File: src/rtl/data_router_ctrl.sv
// Row-reload command sequencer in front of the data router: waits for block-end, reloads each kernel row, then streams KSIZE column taps.
// Optional stall counter output enabled by defining DATA_ROUTER_CTRL_STALL_CNT_EN.
module data_router_ctrl #(
  parameter int POY    = 3,
  parameter int BUFH   = 3,
  parameter int BUFW   = 32,
  parameter int KSIZE  = 3,
  parameter int STRIDE = 1,
  parameter int NBLKW  = 16
) (
  input  logic             clk,
  input  logic             rst,
  input  logic             start,
  input  logic [NBLKW-1:0] num_blk,
  input  logic             blkend,
  output logic [1:0]       bank,
  output logic [1:0]       row,
  output logic [27:0]      col,
  output logic [1:0]       rpsel,
  output logic             tap_valid,
  input  logic             tap_ready,
  output logic [1:0]       tap_kr,
  output logic [1:0]       tap_kc,
  output logic [27:0]      tap_base,
  output logic             busy,
  output logic             done,
  output logic             blk_ovf
`ifdef DATA_ROUTER_CTRL_STALL_CNT_EN
  ,
  output logic [15:0]      stall_cnt
`endif
);

  localparam logic [1:0] S_IDLE = 2'd0;
  localparam logic [1:0] S_WAIT = 2'd1;
  localparam logic [1:0] S_LOAD = 2'd2;
  localparam logic [1:0] S_TAP  = 2'd3;
  localparam logic [1:0] RR     = 2'b00;
  localparam logic [1:0] KLAST  = 2'(KSIZE - 1);
  localparam longint TAP_SPAN   = longint'(KSIZE - 1) + longint'(STRIDE) * longint'(BUFW - 1);

  // Downstream per-PE column arithmetic must stay inside the 28-bit column field.
  if (BUFH < KSIZE || POY < 1 || KSIZE > 4 || TAP_SPAN >= (longint'(1) << 28)) begin : g_cfg_err
    $error("data_router_ctrl: illegal configuration");
  end

  logic [1:0]       r_state;
  logic [1:0]       r_row;
  logic [1:0]       r_kr;
  logic [1:0]       r_kc;
  logic             r_tap_valid;
  logic             r_busy;
  logic             r_done;
  logic             r_blk_ovf;
  logic             r_pending;
  logic [NBLKW-1:0] r_num_blk;
  logic [NBLKW-1:0] r_blk_cnt;
  logic [NBLKW-1:0] w_blk_cnt_nxt;
  logic             w_hs;

  assign w_hs          = r_tap_valid && tap_ready;
  assign w_blk_cnt_nxt = r_blk_cnt + NBLKW'(1);

  always_ff @(posedge clk or posedge rst) begin
    if (rst) begin
      r_state     <= S_IDLE;
      r_row       <= 2'd0;
      r_kr        <= 2'd0;
      r_kc        <= 2'd0;
      r_tap_valid <= 1'b0;
      r_busy      <= 1'b0;
      r_done      <= 1'b0;
      r_blk_ovf   <= 1'b0;
      r_pending   <= 1'b0;
      r_num_blk   <= '0;
      r_blk_cnt   <= '0;
    end else begin
      r_done <= 1'b0;
      case (r_state)
        S_IDLE: begin
          if (start) begin
            r_num_blk <= (num_blk == '0) ? NBLKW'(1) : num_blk;
            r_blk_cnt <= '0;
            r_kr      <= 2'd0;
            r_kc      <= 2'd0;
            r_blk_ovf <= 1'b0;
            r_pending <= 1'b0;
            r_busy    <= 1'b1;
            r_state   <= S_WAIT;
          end
        end
        S_WAIT: begin
          if (blkend || r_pending) begin
            // A fresh blkend arriving while a pending one is consumed stays queued.
            r_pending <= r_pending && blkend;
            r_row     <= r_kr;
            r_state   <= S_LOAD;
          end
        end
        S_LOAD: begin
          r_tap_valid <= 1'b1;
          r_state     <= S_TAP;
        end
        default: begin
          if (w_hs) begin
            if (r_kc != KLAST) begin
              r_kc <= r_kc + 2'd1;
            end else if (r_kr != KLAST) begin
              r_kr        <= r_kr + 2'd1;
              r_kc        <= 2'd0;
              r_row       <= r_kr + 2'd1;
              r_tap_valid <= 1'b0;
              r_state     <= S_LOAD;
            end else begin
              r_kr        <= 2'd0;
              r_kc        <= 2'd0;
              r_tap_valid <= 1'b0;
              r_blk_cnt   <= w_blk_cnt_nxt;
              if (w_blk_cnt_nxt == r_num_blk) begin
                r_done  <= 1'b1;
                r_busy  <= 1'b0;
                r_state <= S_IDLE;
              end else begin
                r_state <= S_WAIT;
              end
            end
          end
        end
      endcase
      // Block-end arriving while a block is being walked is remembered one deep.
      if (blkend && (r_state == S_LOAD || r_state == S_TAP)) begin
        if (r_pending) r_blk_ovf <= 1'b1;
        else           r_pending <= 1'b1;
      end
    end
  end

`ifdef DATA_ROUTER_CTRL_STALL_CNT_EN
  logic [15:0] r_stall_cnt;

  always_ff @(posedge clk or posedge rst) begin
    if (rst) begin
      r_stall_cnt <= 16'd0;
    end else if (r_state == S_IDLE && start) begin
      r_stall_cnt <= 16'd0;
    end else if (r_tap_valid && !tap_ready && r_stall_cnt != 16'hFFFF) begin
      r_stall_cnt <= r_stall_cnt + 16'd1;
    end
  end

  assign stall_cnt = r_stall_cnt;
`endif

  assign bank      = 2'b00;
  assign col       = 28'd0;
  assign rpsel     = RR;
  assign row       = r_row;
  assign tap_valid = r_tap_valid;
  assign tap_kr    = r_kr;
  assign tap_kc    = r_kc;
  assign tap_base  = {26'd0, r_kc};
  assign busy      = r_busy;
  assign done      = r_done;
  assign blk_ovf   = r_blk_ovf;

endmodule

File: config.mk
export PLATFORM = sky130hd
export DESIGN_NAME = data_router_ctrl
export DESIGN_NICKNAME = d
export VERILOG_FILES = /design/src/rtl/data_router_ctrl.sv
export SDC_FILE = /design/constraint.sdc
export NUM_CORES = 1
export LEC_CHECK = 0
export BUFFER_PORTS_ARGS = -buffer_cell sky130_fd_sc_hd__buf_2
export CAP_MARGIN = 20
export CORE_MARGIN = 10
export CORE_UTILIZATION = 48
export DETAILED_ROUTE_END_ITERATION = 16
export GPL_TIMING_DRIVEN = 0
export PLACE_DENSITY = 0.75
export SYNTH_ARGS = -nofsm -noshare
export SYNTH_HDL_FRONTEND = slang
export SYNTH_SLANG_ARGS = --single-unit
File: constraint.sdc
create_clock -name clk -period 3.3 [get_ports clk]
set_clock_uncertainty 0.2 [all_clocks]
set_input_delay 0.165 -clock clk [delete_from_list [all_inputs] [get_ports clk]]
set_output_delay 0.165 -clock clk [all_outputs]
set_load 0.02 [all_outputs]
==> metrics.md <==
| Metric | Value |
|---|---|
| Status | complete, no violations |
| Chip width | 101 um |
| Power per Cell Area | 632 mW/mm2 |
| Vias in the first global route | 2662 |
| Peak supply drop | 0.438 mV |
| Flop-to-flop setup slack | 0.40 ns |
| DIE AREA | 0.0102 mm2 |
| WHS Path Cells | 3 |
| Number of flops mapped to enable cells by yosys | 0 |
| First-pass GRT wire length | 12500 um |
| Final hold violations | 0 |
| Commonest cells in the netlist | buf_4, dfrtp_1, o21ai_0, nand2_1, nor2_1 |
| Synth area leader | dfrtp_1 |
| RSZ-0062 raised after global routing | false |
| # diodes | 0 |
| Worst R2R Start | r_blk_cnt[0] |
| Setup TNS | 0 ns |
| Antenna violations before repair | 0 |
| Crit-path max FO | 8 |
| Remaining antenna violation count after routing | 0 |
| Startpoint types | flip-flop |
| Min-delay src | start |
| Worst-Skew Late Latency | 0.30 ns |
| WL/cell | 13.6 um |
| Crit share post-route | 87.9% |
| Top-area cell type share of the netlist area | 35.7% |
| Core Footprint | 0.00639 mm2 |
| R2R depth | 8 |
| Nets | 492 |
| Synth Area per Inst | 9.10 um2 |
| Number of H-tree levels | 2 |
| Post-route setup slack | 0.400 ns |
| MaxCap Viol Count | 0 |
| Critical-path cell list | ha_1 -> clkbuf_1 -> nand3_2 -> nor2_2 -> nand3_1 -> or3_1 -> a2111oi_2 -> a21oi_1 |
| Delay-heaviest family, CP | simple AND/OR/NAND/NOR gates |
| CTS buffer count | 5 |
| CP required | 3.27 ns |
| Routed via count | 2633 |
| Worst-path clk slew | 0.10 ns |
| Setup Viol. Count Final | 0 |
| Postcts setup bufs | 0 |
| Highest routed layer | met4 |
| Worst path bufs/invs | 1 |
| Placed insts | 515 |
| Drt drc | 0 |
| Max Slew Vio Count | 0 |
| Peak Freq | 0.345 GHz |
| Cell with the most instances after synthesis | buf_4 |
| I/O pins | 91 |
| Clk buf depth | 2 |
| Finished Layout Cells | 541 |
| Total Wirelength | 7370 um |
| Die Ht | 101 um |
| CTS sink count | 45 |
| Leading post-synthesis cells by cell area | dfrtp_1, buf_4, o21ai_0 |
| Worst Hold Class | in -> reg |
| Pre-CTS setup slack | 0.443 ns |
| Layout cell share with drive strength beyond 1 | 28.0% |
| Crit-path slowest cell | dfrtp_1 |
| Worst Setup Path Type | reg -> reg |
| Met3 wire length | 676 um |
| Arr. time, crit path | 2.87 ns |
| R2R Path End | r_state[0] |
| FF+latch count, synth | 45 |
| Layout area overhead | 24.5% |
| HPWL Detailed | 5780 um |
| Gr ovfl total | 0 |
| Worst-Margin Slew | 0.794 ns |
| Core Rows | 29 |
| Largest net degree at the start of global routing | 29 |
| Max stage delay on crit path | 0.52 ns |
| GRT Overall Usage | 14.4% |
| GP Congestion | 0.840 |
| YS warnings | 0 |
| Iteration-0 DRC Markers | 208 |
| Post-synth cell types | 50 |
| Static leakage | 1.90 nW |
| Drt via density | 4.87 |
| Async S/R FF share, synth | 100% |
| WL met2 | 3550 um |
| Hold path endpoint | busy |
| DRT Pass-1 Iters | 4 |
| Netlist Area Pre-Place | 0.00316 mm2 |
| Starting density of the core | 49.4% |
| Root Driver | clkbuf_8 |
| Top FF cell, synth | dfrtp_1 |
| Mapped Cells | 347 |
| CP endpoint kind | flip-flop |
| Crit path time final | 2.90 ns |
| Slew margin rel. | 46.7% |
| IO Port Bufs | 32 |
| WL met1 | 2980 um |
| Seq/Total Area, Yosys | 35.7% |
| CTS tree | done |
## cells by family (layout without fill, tap and decap cells)
kind of cell	after synthesis	in the layout	share of synthesized area [%]
buffers and inverters	79	139	16.7
and+or+nand+nor	101	101	17.0
adders and majority gates	8	8	3.17
xor gates and xnor gates	24	24	6.66
DFF	45	45	35.7
other	1	58	0.119
AOI/OAI and AO/OA	72	72	14.7
muxes	17	17	5.98
## flip-flops by register name (all words and copies together), names as in the netlist
signal,cells
r_pending,1
r_blk_cnt,16
blk_ovf,1
r_state,2
busy,1
tap_valid,1
r_num_blk,16
row,2
tap_kc,2
tap_kr,2
done,1
## cell usage in the layout (no fill, tap or decap), drive strengths merged, types with 3 or more instances in the layout
cell | Yosys | layout
buf | 63 | 97
conb | 1 | 58
dfrtp | 45 | 45
o21ai | 39 | 39
nand2 | 31 | 31
nor2 | 21 | 21
dlygate4sd3 | 0 | 18
mux2 | 15 | 15
clkbuf | 10 | 15
xnor2 | 13 | 13
xor2 | 11 | 11
nor4 | 9 | 9
o31ai | 8 | 8
nor3 | 8 | 8
ha | 8 | 8
nand3 | 8 | 8
inv | 6 | 8
nand4 | 7 | 7
a21oi | 6 | 6
a22oi | 3 | 3
nand2b | 3 | 3
or3 | 3 | 3
## layout make-up
cell class,count,area [um2]
inverters,6,22.5
multi-input cells,280,1720
clock buffers,5,68.8
well taps,77,96.3
repair buffers,52,368
clock inverters,3,25.0
flip-flops and latches,45,1130
plain buffers,73,505
fillers,542,2460
## where the power goes
group / switching (mW) / leakage, nW / internal [mW]
clock network: 0.206 / 0.0452 / 0.155
registers: 0.186 / 0.566 / 0.732
logic: 0.681 / 1.29 / 0.524
total: 1.07 / 1.90 / 1.41
## what timing repair did
action | 4_1_cts | 5_1_grt
hold endpoints to repair | 63 | 0
hold buffers | 18 | 0
resized for setup | 0 | 0
## worst max path at each step
| stage | from | slack, ns | endpoint | cells past startpoint |
|---|---|---|---|---|
| floorplan | r_blk_cnt[0] | 0.81 | done | 8 |
| global route | r_blk_cnt[0] | 0.17 | done | 8 |
| CTS | r_blk_cnt[0] | 0.41 | done | 8 |
| finish | r_blk_cnt[0] | 0.40 | r_state[0] | 8 |
| global placement | r_blk_cnt[0] | 0.47 | r_state[0] | 8 |
| detailed placement | r_blk_cnt[0] | 0.44 | done | 8 |
## tightest hold or removal path, delay by kind of cell
family                 cells  cell delay (ns)
AO/OA/AOI/OAI              2             0.19
buffers and inverters      1             0.11
## routing by layer
metal	global-route usage, %	vias to the layer above
met2	23.9	86
met5	0	-
met1	16.7	1197
li1	-	1337
met4	6.00	0
met3	4.46	13
## per-stage QoR
step | hold WS, ns | instance area (um2) | util [%] | total power [mW]
2_1_floorplan | 0.116 | 3370 | - | 1.81
3_5_place_dp | -0.0207 | 3650 | 57.2 | 2.10
6_report | 0.00781 | 3930 | 61.5 | 2.48
5_1_grt | 0.0192 | 3930 | 61.5 | 2.68
4_1_cts | 0.00228 | 3930 | 61.5 | 2.48
3_3_place_gp | 0.213 | 3630 | 56.8 | 2.05
No activity file was read; power rests on OpenSTA's default activity.
